File: config.mk
export PLATFORM = sky130hd
export DESIGN_NAME = control_unit_flat
export DESIGN_NICKNAME = d
export VERILOG_FILES = /design/src/rtl/cpu_ctrl_pkg.sv /design/src/rtl/control_unit_if.sv /design/src/rtl/button_conditioner.sv /design/src/rtl/control_unit.sv /design/src/flat_wrapper.sv
export SDC_FILE = /design/constraint.sdc
export NUM_CORES = 1
export LEC_CHECK = 0
export BUFFER_PORTS_ARGS = -buffer_cell sky130_fd_sc_hd__buf_4
export CORE_UTILIZATION = 45
export DETAILED_ROUTE_END_ITERATION = 10
export GPL_ROUTABILITY_DRIVEN = 0
export GPL_TIMING_DRIVEN = 0
export PLACE_DENSITY = 0.82
export SETUP_SLACK_MARGIN = 0.05
export SLEW_MARGIN = 25
export SYNTH_ARGS = -nofsm -noshare
export SYNTH_HDL_FRONTEND = slang
export SYNTH_SLANG_ARGS = --single-unit
File: constraint.sdc
create_clock -name clk -period 1.9 [get_ports clk]
set_clock_uncertainty 0.1 [all_clocks]
set_input_delay 0.38 -clock clk [delete_from_list [all_inputs] [get_ports clk]]
set_output_delay 0.38 -clock clk [all_outputs]
set_load 0.005 [all_outputs]
File: src/rtl/cpu_ctrl_pkg.sv
`default_nettype none
// ============================================================================
//  Module      : cpu_ctrl_pkg
//  Description : Shared encodings for the CPU control stage: opcode/funct
//                values, datapath select encodings, FSM state and error
//                codes, plus the packed control-bundle type and helpers.
//  Revision    : 1.0  initial release
// ============================================================================
package cpu_ctrl_pkg;

    // Opcodes (inst[31:26])
    localparam logic [5:0] OP_RTYPE = 6'b000000;
    localparam logic [5:0] OP_ADDI  = 6'b001000;
    localparam logic [5:0] OP_LW    = 6'b100011;
    localparam logic [5:0] OP_SW    = 6'b101011;
    localparam logic [5:0] OP_BEQ   = 6'b000100;
    localparam logic [5:0] OP_BNE   = 6'b000101;
    localparam logic [5:0] OP_J     = 6'b000010;
    localparam logic [5:0] OP_IN    = 6'b111100;
    localparam logic [5:0] OP_OUT   = 6'b111101;
    localparam logic [5:0] OP_HLT   = 6'b111111;

    // R-type funct codes (inst[5:0])
    localparam logic [5:0] FN_ADD = 6'b100000;
    localparam logic [5:0] FN_SUB = 6'b100010;
    localparam logic [5:0] FN_AND = 6'b100100;
    localparam logic [5:0] FN_OR  = 6'b100101;
    localparam logic [5:0] FN_SLT = 6'b101010;
    localparam logic [5:0] FN_SLL = 6'b000000;
    localparam logic [5:0] FN_SRL = 6'b000010;
    localparam logic [5:0] FN_JR  = 6'b001000;

    // ALU operation select
    localparam logic [3:0] ALU_ADD   = 4'b0000;
    localparam logic [3:0] ALU_SUB   = 4'b0001;
    localparam logic [3:0] ALU_AND   = 4'b0010;
    localparam logic [3:0] ALU_OR    = 4'b0011;
    localparam logic [3:0] ALU_SLT   = 4'b0100;
    localparam logic [3:0] ALU_SLL   = 4'b0101;
    localparam logic [3:0] ALU_SRL   = 4'b0110;
    localparam logic [3:0] ALU_PASSB = 4'b0111;

    // Next-PC select
    localparam logic [2:0] PC_NEXT = 3'b000;
    localparam logic [2:0] PC_BEQ  = 3'b001;
    localparam logic [2:0] PC_BNE  = 3'b010;
    localparam logic [2:0] PC_J    = 3'b011;
    localparam logic [2:0] PC_JR   = 3'b100;

    // Sign-extender source select
    localparam logic [1:0] SE_IMM    = 2'b00;
    localparam logic [1:0] SE_SWITCH = 2'b01;
    localparam logic [1:0] SE_PC     = 2'b10;

    // Sticky error code
    localparam logic [1:0] ERR_NONE = 2'b00;
    localparam logic [1:0] ERR_OVF  = 2'b01;
    localparam logic [1:0] ERR_ILL  = 2'b10;

    typedef enum logic [1:0] {
        ST_RUN     = 2'b00,
        ST_WAIT_IN = 2'b01,
        ST_HALTED  = 2'b10,
        ST_TRAP    = 2'b11
    } state_t;

    // Every datapath select/enable except halt and err
    typedef struct packed {
        logic       sreg;
        logic       smux5;
        logic [1:0] smux16;
        logic       smux32;
        logic [2:0] smuxPC;
        logic [3:0] salu;
        logic       smem;
        logic       sdisplay;
        logic       smemtoreg;
    } ctrl_t;

    // Selects used by IN: switches -> SE16 -> ALU B -> pass-B -> rt
    function automatic ctrl_t in_ctrl();
        ctrl_t c;
        c        = '0;
        c.smux5  = 1'b1;
        c.smux16 = SE_SWITCH;
        c.smux32 = 1'b1;
        c.salu   = ALU_PASSB;
        return c;
    endfunction

    // Keep the selects, suppress every architectural write
    function automatic ctrl_t write_off(input ctrl_t c);
        ctrl_t r;
        r          = c;
        r.sreg     = 1'b0;
        r.smem     = 1'b0;
        r.sdisplay = 1'b0;
        return r;
    endfunction

endpackage
`default_nettype wire

File: src/rtl/control_unit_if.sv
`default_nettype none
// ============================================================================
//  Module      : control_unit_if
//  Description : Bus between the datapath and the control stage.
//                master : datapath side (drives inst/flags/button)
//                slave  : control_unit (drives selects, enables, halt, err)
//  Revision    : 1.0  initial release
// ============================================================================
interface control_unit_if;
    logic [31:0] inst;
    logic        zero;
    logic        of;
    logic        confirm;
    logic        halt;
    logic        sreg;
    logic        smux5;
    logic [1:0]  smux16;
    logic        smux32;
    logic [2:0]  smuxPC;
    logic [3:0]  salu;
    logic        smem;
    logic        sdisplay;
    logic        smemtoreg;
    logic [1:0]  err;

    modport master (
        output inst, zero, of, confirm,
        input  halt, sreg, smux5, smux16, smux32, smuxPC, salu,
               smem, sdisplay, smemtoreg, err
    );

    modport slave (
        input  inst, zero, of, confirm,
        output halt, sreg, smux5, smux16, smux32, smuxPC, salu,
               smem, sdisplay, smemtoreg, err
    );
endinterface
`default_nettype wire

File: src/rtl/button_conditioner.sv
`default_nettype none
// ============================================================================
//  Module      : button_conditioner
//  Description : Synchronises an asynchronous push-button, debounces it and
//                emits a one-cycle pulse on each accepted rising edge.
//  Ports       : clk, reset (sync, active-high), confirm (raw button),
//                confirm_pulse (one-cycle accepted press)
//  Revision    : 1.0  initial release
// ============================================================================
module button_conditioner #(
    parameter int DEBOUNCE_CYCLES = 250000
) (
    input  wire logic clk,
    input  wire logic reset,
    input  wire logic confirm,
    output logic      confirm_pulse
);
    localparam int CW = (DEBOUNCE_CYCLES > 1) ? $clog2(DEBOUNCE_CYCLES) : 1;
    localparam logic [CW-1:0] c_cnt_max = CW'(DEBOUNCE_CYCLES - 1);

    logic          r_sync1;
    logic          r_sync2;
    logic          r_level;
    logic [CW-1:0] r_cnt;
    logic          r_pulse;

    // The debounced level only moves after the synchronised input has
    // disagreed with it for DEBOUNCE_CYCLES consecutive cycles.
    always_ff @(posedge clk) begin
        if (reset) begin
            r_sync1 <= 1'b0;
            r_sync2 <= 1'b0;
            r_level <= 1'b0;
            r_cnt   <= '0;
            r_pulse <= 1'b0;
        end else begin
            r_sync1 <= confirm;
            r_sync2 <= r_sync1;
            r_pulse <= 1'b0;
            if (r_sync2 != r_level) begin
                if (r_cnt == c_cnt_max) begin
                    r_level <= r_sync2;
                    r_cnt   <= '0;
                    r_pulse <= r_sync2;
                end else begin
                    r_cnt <= r_cnt + CW'(1);
                end
            end else begin
                r_cnt <= '0;
            end
        end
    end

    assign confirm_pulse = r_pulse;
endmodule
`default_nettype wire

File: src/rtl/control_unit.sv
`default_nettype none
// ============================================================================
//  Module      : control_unit
//  Description : Sequenced control stage of the CPU. Decodes opcode/funct
//                into datapath selects and runs a small FSM for IN stalls,
//                HLT and overflow/illegal-opcode traps.
//  Ports       : clk, reset (sync, active-high)
//                bus (control_unit_if.slave): inst, zero, of, confirm in;
//                halt, sreg, smux5, smux16, smux32, smuxPC, salu, smem,
//                sdisplay, smemtoreg, err out
//  Revision    : 1.0  initial release
// ============================================================================
module control_unit
    import cpu_ctrl_pkg::*;
#(
    parameter int DEBOUNCE_CYCLES = 250000
) (
    input  wire logic       clk,
    input  wire logic       reset,
    control_unit_if.slave   bus
);
    logic [5:0] w_opcode;
    logic [5:0] w_funct;
    ctrl_t      w_dec;
    logic       w_legal;
    logic       w_ovf_op;
    logic       w_ovf;
    logic       w_is_in;
    logic       w_is_hlt;
    ctrl_t      w_ctrl;
    logic       w_halt;
    logic       w_confirm_pulse;
    state_t     r_state;
    logic [1:0] r_err;
    logic       w_unused;

    assign w_opcode = bus.inst[31:26];
    assign w_funct  = bus.inst[5:0];
    // Register fields and the zero flag are consumed by the datapath only
    assign w_unused = ^{bus.inst[25:6], bus.zero};

    button_conditioner #(
        .DEBOUNCE_CYCLES (DEBOUNCE_CYCLES)
    ) u_button (
        .clk           (clk),
        .reset         (reset),
        .confirm       (bus.confirm),
        .confirm_pulse (w_confirm_pulse)
    );

    // ------------------------------------------------------------------
    // Instruction decode
    // ------------------------------------------------------------------
    always_comb begin
        w_dec    = '0;
        w_legal  = 1'b1;
        w_ovf_op = 1'b0;
        w_is_in  = 1'b0;
        w_is_hlt = 1'b0;
        case (w_opcode)
            OP_RTYPE: begin
                w_dec.sreg = 1'b1;
                case (w_funct)
                    FN_ADD: begin
                        w_dec.salu = ALU_ADD;
                        w_ovf_op   = 1'b1;
                    end
                    FN_SUB: begin
                        w_dec.salu = ALU_SUB;
                        w_ovf_op   = 1'b1;
                    end
                    FN_AND: w_dec.salu = ALU_AND;
                    FN_OR:  w_dec.salu = ALU_OR;
                    FN_SLT: w_dec.salu = ALU_SLT;
                    FN_SLL: w_dec.salu = ALU_SLL;
                    FN_SRL: w_dec.salu = ALU_SRL;
                    FN_JR: begin
                        w_dec.sreg   = 1'b0;
                        w_dec.smuxPC = PC_JR;
                    end
                    default: begin
                        w_dec   = '0;
                        w_legal = 1'b0;
                    end
                endcase
            end
            OP_ADDI: begin
                w_dec.sreg   = 1'b1;
                w_dec.smux5  = 1'b1;
                w_dec.smux32 = 1'b1;
                w_dec.salu   = ALU_ADD;
                w_ovf_op     = 1'b1;
            end
            OP_LW: begin
                w_dec.sreg      = 1'b1;
                w_dec.smux5     = 1'b1;
                w_dec.smux32    = 1'b1;
                w_dec.salu      = ALU_ADD;
                w_dec.smemtoreg = 1'b1;
            end
            OP_SW: begin
                w_dec.smem   = 1'b1;
                w_dec.smux32 = 1'b1;
                w_dec.salu   = ALU_ADD;
            end
            OP_BEQ: begin
                w_dec.salu   = ALU_SUB;
                w_dec.smuxPC = PC_BEQ;
            end
            OP_BNE: begin
                w_dec.salu   = ALU_SUB;
                w_dec.smuxPC = PC_BNE;
            end
            OP_J:   w_dec.smuxPC = PC_J;
            OP_IN: begin
                w_dec   = in_ctrl();
                w_is_in = 1'b1;
            end
            OP_OUT: w_dec.sdisplay = 1'b1;
            OP_HLT: w_is_hlt = 1'b1;
            default: w_legal = 1'b0;
        endcase
    end

    assign w_ovf = w_ovf_op & bus.of;

    // ------------------------------------------------------------------
    // State-dependent output qualification
    // ------------------------------------------------------------------
    always_comb begin
        w_ctrl = w_dec;
        w_halt = 1'b0;
        if (reset) begin
            w_ctrl = write_off(w_dec);
        end else begin
            case (r_state)
                ST_RUN: begin
                    if (!w_legal || w_ovf) begin
                        w_ctrl = write_off(w_dec);
                        w_halt = 1'b1;
                    end else if (w_is_hlt || w_is_in) begin
                        w_halt = 1'b1;
                    end
                end
                ST_WAIT_IN: begin
                    // Selects stay on the IN path; the write and PC advance
                    // happen together in the accepted-press cycle.
                    w_ctrl = in_ctrl();
                    if (w_confirm_pulse) begin
                        w_ctrl.sreg = 1'b1;
                    end else begin
                        w_halt = 1'b1;
                    end
                end
                default: begin
                    w_ctrl = write_off(w_dec);
                    w_halt = 1'b1;
                end
            endcase
        end
    end

    // ------------------------------------------------------------------
    // Sequencing FSM and sticky error
    // ------------------------------------------------------------------
    always_ff @(posedge clk) begin
        if (reset) begin
            r_state <= ST_RUN;
            r_err   <= ERR_NONE;
        end else begin
            case (r_state)
                ST_RUN: begin
                    if (!w_legal) begin
                        r_state <= ST_TRAP;
                        r_err   <= ERR_ILL;
                    end else if (w_ovf) begin
                        r_state <= ST_TRAP;
                        r_err   <= ERR_OVF;
                    end else if (w_is_hlt) begin
                        r_state <= ST_HALTED;
                    end else if (w_is_in) begin
                        r_state <= ST_WAIT_IN;
                    end
                end
                ST_WAIT_IN: begin
                    if (w_confirm_pulse) begin
                        r_state <= ST_RUN;
                    end
                end
                ST_HALTED: r_state <= ST_HALTED;
                ST_TRAP:   r_state <= ST_TRAP;
                default:   r_state <= ST_RUN;
            endcase
        end
    end

    assign bus.halt      = w_halt;
    assign bus.sreg      = w_ctrl.sreg;
    assign bus.smux5     = w_ctrl.smux5;
    assign bus.smux16    = w_ctrl.smux16;
    assign bus.smux32    = w_ctrl.smux32;
    assign bus.smuxPC    = w_ctrl.smuxPC;
    assign bus.salu      = w_ctrl.salu;
    assign bus.smem      = w_ctrl.smem;
    assign bus.sdisplay  = w_ctrl.sdisplay;
    assign bus.smemtoreg = w_ctrl.smemtoreg;
    assign bus.err       = r_err;
endmodule
`default_nettype wire

File: src/flat_wrapper.sv
// flat-port wrapper written by rule: the top's interface ports become plain ports
module control_unit_flat import cpu_ctrl_pkg::*;
#(
    parameter int DEBOUNCE_CYCLES = 250000
)
  (clk, reset, bus_inst, bus_zero, bus_of, bus_confirm, bus_halt, bus_sreg, bus_smux5, bus_smux16, bus_smux32, bus_smuxPC, bus_salu, bus_smem, bus_sdisplay, bus_smemtoreg, bus_err);
  control_unit_if bus_i ();
  input  wire logic clk;
  input  wire logic reset;
  input wire logic [$bits(bus_i.inst)-1:0] bus_inst;
  input wire logic [$bits(bus_i.zero)-1:0] bus_zero;
  input wire logic [$bits(bus_i.of)-1:0] bus_of;
  input wire logic [$bits(bus_i.confirm)-1:0] bus_confirm;
  output wire logic [$bits(bus_i.halt)-1:0] bus_halt;
  output wire logic [$bits(bus_i.sreg)-1:0] bus_sreg;
  output wire logic [$bits(bus_i.smux5)-1:0] bus_smux5;
  output wire logic [$bits(bus_i.smux16)-1:0] bus_smux16;
  output wire logic [$bits(bus_i.smux32)-1:0] bus_smux32;
  output wire logic [$bits(bus_i.smuxPC)-1:0] bus_smuxPC;
  output wire logic [$bits(bus_i.salu)-1:0] bus_salu;
  output wire logic [$bits(bus_i.smem)-1:0] bus_smem;
  output wire logic [$bits(bus_i.sdisplay)-1:0] bus_sdisplay;
  output wire logic [$bits(bus_i.smemtoreg)-1:0] bus_smemtoreg;
  output wire logic [$bits(bus_i.err)-1:0] bus_err;
  assign bus_i.inst = bus_inst;
  assign bus_i.zero = bus_zero;
  assign bus_i.of = bus_of;
  assign bus_i.confirm = bus_confirm;
  assign bus_halt = bus_i.halt;
  assign bus_sreg = bus_i.sreg;
  assign bus_smux5 = bus_i.smux5;
  assign bus_smux16 = bus_i.smux16;
  assign bus_smux32 = bus_i.smux32;
  assign bus_smuxPC = bus_i.smuxPC;
  assign bus_salu = bus_i.salu;
  assign bus_smem = bus_i.smem;
  assign bus_sdisplay = bus_i.sdisplay;
  assign bus_smemtoreg = bus_i.smemtoreg;
  assign bus_err = bus_i.err;
  control_unit #(.DEBOUNCE_CYCLES(DEBOUNCE_CYCLES)) u_core (.clk(clk), .reset(reset), .bus(bus_i));
endmodule
# Yosys cells after proc, flatten, opt, wreduce, memory -nomap -nowiden
# Index checks and enable logic that the tools add are counted.
# op_classes
muxes	34
mul	0
order_cmp	0
reduce_logical	18
bitwise	3
eq_ne	24
n_addsub	1
shift	0
n_div	0
# op_table
cell	n
$eq 6x6->1 const B	10
$mux 15	2
$pmux 15 s2	1
$add 18x1->18 const B	1
$eq 18x18->1 const B	1
$pmux 3 s6	1
$mux 1	15
$mux 2	7
$eq 6x2->1 const B	2
$eq 6x3->1 const B	2
$eq 6x4->1 const B	2
$logic_not 6->1	2
$pmux 3 s4	1
$pmux 3 s3	1
$reduce_or 9->1	1
$pmux 2 s4	1
$reduce_or 8->1	1
$reduce_or 7->1	1
$pmux 1 s2	3
$pmux 2 s3	1
$reduce_and 2->1	3
$reduce_or 2->1	3
$reduce_or 3->1	2
$ne 5x5->1 const B	1
other kinds (11)	15
# word_totals
memories	0
mem_bits_ro	0
out_inout_bits	18
reg_bits	26
inputBits	37
latchBits	0
wordCells	87
ramBits	0

# Logic depth before layout (Yosys ltp)
# depth
word_depth	9
mapped_depth	7
mapped_depth_nobuf	6

# Cells and area by module
# A second synthesis with hierarchy kept.
# unflattened
cells_unflattened	192
hier_area_um2	1600.3
# by_module_without_submodules
mod	n_inst	area_each_um2	cells_each	seq_area_each_um2
button_conditioner	1	965.9	106	440.4
control_unit	1	634.4	86	80.1

# Worst setup path before layout
# No wires, ideal clock.
# synth_path
kind	input to output
start	in bus_inst[1]
end	out bus_halt
slack_ps	-79
path_buffers	1
cell_stages	6
t_required_ps	1420
arrival_ps	1499
path_cell_list	clkbuf_2 > and4bb_1 > a211oi_2 > o221ai_2 > o2111a_2 > a211oi_1
# synth_via
elab_chain_len	9
elab_cells_between_ends	20
cone_classes	7 x eq/ne; 7 x mux; 1 x bitwise; 5 x reduce/logical
# synth_rtl
element	line_no	source
start: declaration	flat_wrapper.sv:10	input wire logic [$bits(bus_i.inst)-1:0] bus_inst;
$eq 6x6->1, or another cell as far along	control_unit.sv:63	case (w_funct)
$reduce_or 8->1 (no source line) or $reduce_or 2->1 (tied branches)	n/a	
$mux 1	control_unit.sv:63	
$pmux 1 s2	control_unit.sv:60	case (w_opcode)
$logic_not 1->1 or $and 1x1->1 (tied branches)	control_unit.sv:138, control_unit.sv:125	
$logic_or 1x1->1 (*)	control_unit.sv:138	if (!w_legal || w_ovf) begin
$mux 1 (*)	control_unit.sv:138	
$pmux 1 s2 (*)	control_unit.sv:136	case (r_state)
$mux 1 (*)	control_unit.sv:133	if (reset) begin
end: declaration	flat_wrapper.sv:14	output wire logic [$bits(bus_i.halt)-1:0] bus_halt;
# Mark *: on every way between the ends. The rest lies on a longest branch, timed or not.

# Worst setup path after layout
# layout_path
start	in bus_inst[29]
end	out bus_halt
# layout_via
elab_chain_len	8
elab_cells_between_ends	23
cone_classes	9 x eq/ne; 8 x mux; 1 x bitwise; 5 x reduce/logical
# layout_rtl
element	line_no
$eq 6x6->1, or another cell as far along	control_unit.sv:60
$reduce_or 9->1 (no source line)	n/a
$pmux 1 s2	control_unit.sv:60
$logic_not 1->1	control_unit.sv:138
$logic_or 1x1->1	control_unit.sv:138
$mux 1 (*)	control_unit.sv:138
$pmux 1 s2 (*)	control_unit.sv:136
$mux 1 (*)	control_unit.sv:133
# Marked as above.

==> results.yml <==
place:
  port_buffers: 29
  place_hpwl_mm: 2.621
  post_dp_cell_area_um2: 1948
setup_path:
  cpPeakStageDelay_ns: 0.24
  required_ns: 1.42
  crit_path_frequent_cell: "buf_8"
  startpoint_type: "input port"
  critPathSlowestCell: "o31ai_4"
  crit_buf_inv: 3
  crit_fanout: 8
  endpoint_kind: "output pin"
  cp_top_family: "compound AO/OA/AOI/OAI gates"
  path_cells: "buf_8, buf_8, and4b_4, o31ai_4, o221ai_2, o2111a_2, a211oi_2, buf_4"
  crit_arrival_ns: 1.63
  worstSetupPathType: "in -> out"
global_routing:
  antenna_found_initial: 0
  grt_max_degree: 15
  grt_pass1_wl_mm: 6.810
  grt-ovfl-total: 0
  grt_pass1_vias: 1582
  grt_usage_pct: 21.26
routing:
  wl_per_cell_um: 15.00
  ant_nets: 0
  dr.pass1.iters: 4
  wl_mm: 4.469
  viasPerCell: 5.685
  route.vias.total: 1694
  drtIter0Drc: 87
  drc_errors: 0
power_and_ir_drop:
  p_leak_nw: 0.9276
  power_density_nw_per_um2: 482.2
  ir_drop_mv: 0.5266
cells_and_area:
  drive_above_1_share_pct: 43.65
  design_area_um2: 2402
  fin_nets: 291
  area_growth_pct: 45.67
  antennaDiodeCount: 0
clock_network:
  clkTransAtPathRegs_ns: 0.13
  cts_root_buffer: "clkbuf_4"
  cts_sinks: 26
  cts_tree: "built"
  cts_buffers: 3
  clk_path_buf_depth: 2
  htreeDepth: 1
  clock_latency_ns: 0.32
logic_synthesis:
  syn_area_um2: 1649
  async_reset_ff_share_pct: 0
  synth_edf_count: 0
  seq_area_frac_synth_pct: 31.56
  avgSynthCellArea_um2: 8.371
  ys_ff_latch: 26
  yosys_most_used_dff: "dfxtp_1"
  ys_warn_count: 0
  postSynthCellCount: 197
  synth_cell_type_count: 51
floorplan:
  die_w_um: 62.54
  rows: 21
  core_area_um2: 3416
  die_area_um2: 3911
  die_h_um: 62.54
  ios: 55
  initial_core_util_pct: 48.28
hold_path:
  hold_path_class: "in -> reg"
sta:
  hold_violations: 0
  fin_ws_ns: -0.2148
  maxSlewViolCount: 0
  grt_setup_unrepaired: "yes"
  fmax_ghz: 0.4729
  setup_viol: 12
  hold_slack_ns: 0.1696
  fin_crit_sh_pct: 111.3
  min_period_ns: 2.115
run_status:
  status: "finished with violations"
  violations: "setup timing"
run:
  max_cap_violations: 0
==> layer usage <==
metal / wire, um / vias to the layer above / GRT usage [%]
met2: 2339 / 53 / 38.32
met3: 214 / 12 / 4.562
met5: 0 / - / 0
li1: - / 812 / -
met4: 123 / 0 / 7.558
met1: 1792 / 817 / 24.44
==> synth_stat cells (2+ instances only) <==
library cell	instances	share of area [%]
dfxtp_1	26	32
nor3_1	9	2.7
inv_1	7	1.6
o31ai_1	2	0.91
nand3_1	11	3.3
nor2b_1	3	1.1
buf_6	4	2.7
nor4b_1	2	1.1
nor2_1	33	7.5
and2b_2	3	1.6
nor4_1	6	2.3
and4_1	4	2.1
nor4b_2	2	1.8
xor2_1	10	5.3
a21oi_1	6	1.8
xnor2_1	10	5.3
and4bb_1	2	1.5
o21ai_0	4	1.2
and3_1	4	1.5
buf_4	2	0.91
nand2_1	14	3.2
nand4_1	3	1.1
or2_2	2	0.76
==> cell usage in the layout, fill, tap and decap left out, types with 5 or more instances in the layout <==
master	n
buf_4	43
nor2_1	28
dfxtp_1	24
xnor2_1	10
nand2_1	10
xor2_1	10
buf_6	9
nand3_1	8
inv_1	5
a21oi_1	5
==> cells by family after synthesis <==
| group | after synthesis | share of synthesized area [%] |
|---|---|---|
| AOI/OAI and AO/OA | 28 | 14.95 |
| and+or+nand+nor | 104 | 34.60 |
| buffers and inverters | 16 | 6.676 |
| muxes | 1 | 0.6070 |
| adders and majority gates | 1 | 0.7586 |
| DFF | 26 | 31.56 |
| other | 1 | 0.2274 |
| xor gates and xnor gates | 20 | 10.62 |
==> registers in the layout, indices dropped and copies added, names as in the netlist <==
signal,count
u_core.u_button.r_sync2,1
u_core.bus.err,2
u_core.u_button.confirm_pulse,1
u_core.r_state,2
u_core.u_button.r_level,1
u_core.u_button.r_sync1,1
u_core.u_button.r_cnt,18
==> area by class of cell <==
class	instances	area, um2
Multi-Input combinational cell	156	1225
Tap cell	46	57.56
Fill cell	245	1013
Inverter	7	28.78
Timing Repair Buffer	50	429.2
Clock buffer	4	36.28
Buffer	9	102.6
Sequential cell	26	523.0
==> final timing paths <==
check                           cells after the start  slack [ns]                                  end                           startpoint
worst max-delay path                                8       -0.21                             bus_halt                         bus_inst[29]
worst min-delay path                                2        0.17       u_core.r_state[0]$_SDFFE_PP0P_                                reset
worst max register to register                      7        0.20  u_core.u_button.r_cnt[8]$_SDFF_PP0_  u_core.u_button.r_cnt[0]$_SDFF_PP0_
worst min register to register                      1        0.36   u_core.u_button.r_sync2$_SDFF_PP0_   u_core.u_button.r_sync1$_SDFF_PP0_
==> power breakdown <==
group / internal, mW / switching, mW / leakage (nW)
logic: 0.159 / 0.156 / 0.695
registers: 0.556 / 0.00498 / 0.211
clock network: 0.117 / 0.165 / 0.0210
total: 0.832 / 0.326 / 0.928
==> through the flow <==
step	setup TNS (ns)	instances	worst slack (ns)	util (%)	power [mW]
floorplan	0	198	0.03448	-	0.6966
global placement	-2.220	273	-0.4138	57.03	0.7734
detailed placement	-2.589	273	-0.4034	57.03	0.7766
CTS	-0.9233	292	-0.2361	66.52	1.116
global route	-2.129	298	-0.2769	70.33	1.206
finish	-1.230	298	-0.2148	70.33	1.158
==> timing repair <==
item | in CTS | in global routing
hold buffers | 0 | 0
pin swaps | 11 | 15
setup endpoints to repair | 24 | 29
buffers inserted | 15 | 6
resized for setup | 47 | 20
Note: power is estimated with default switching activity, not from simulation.
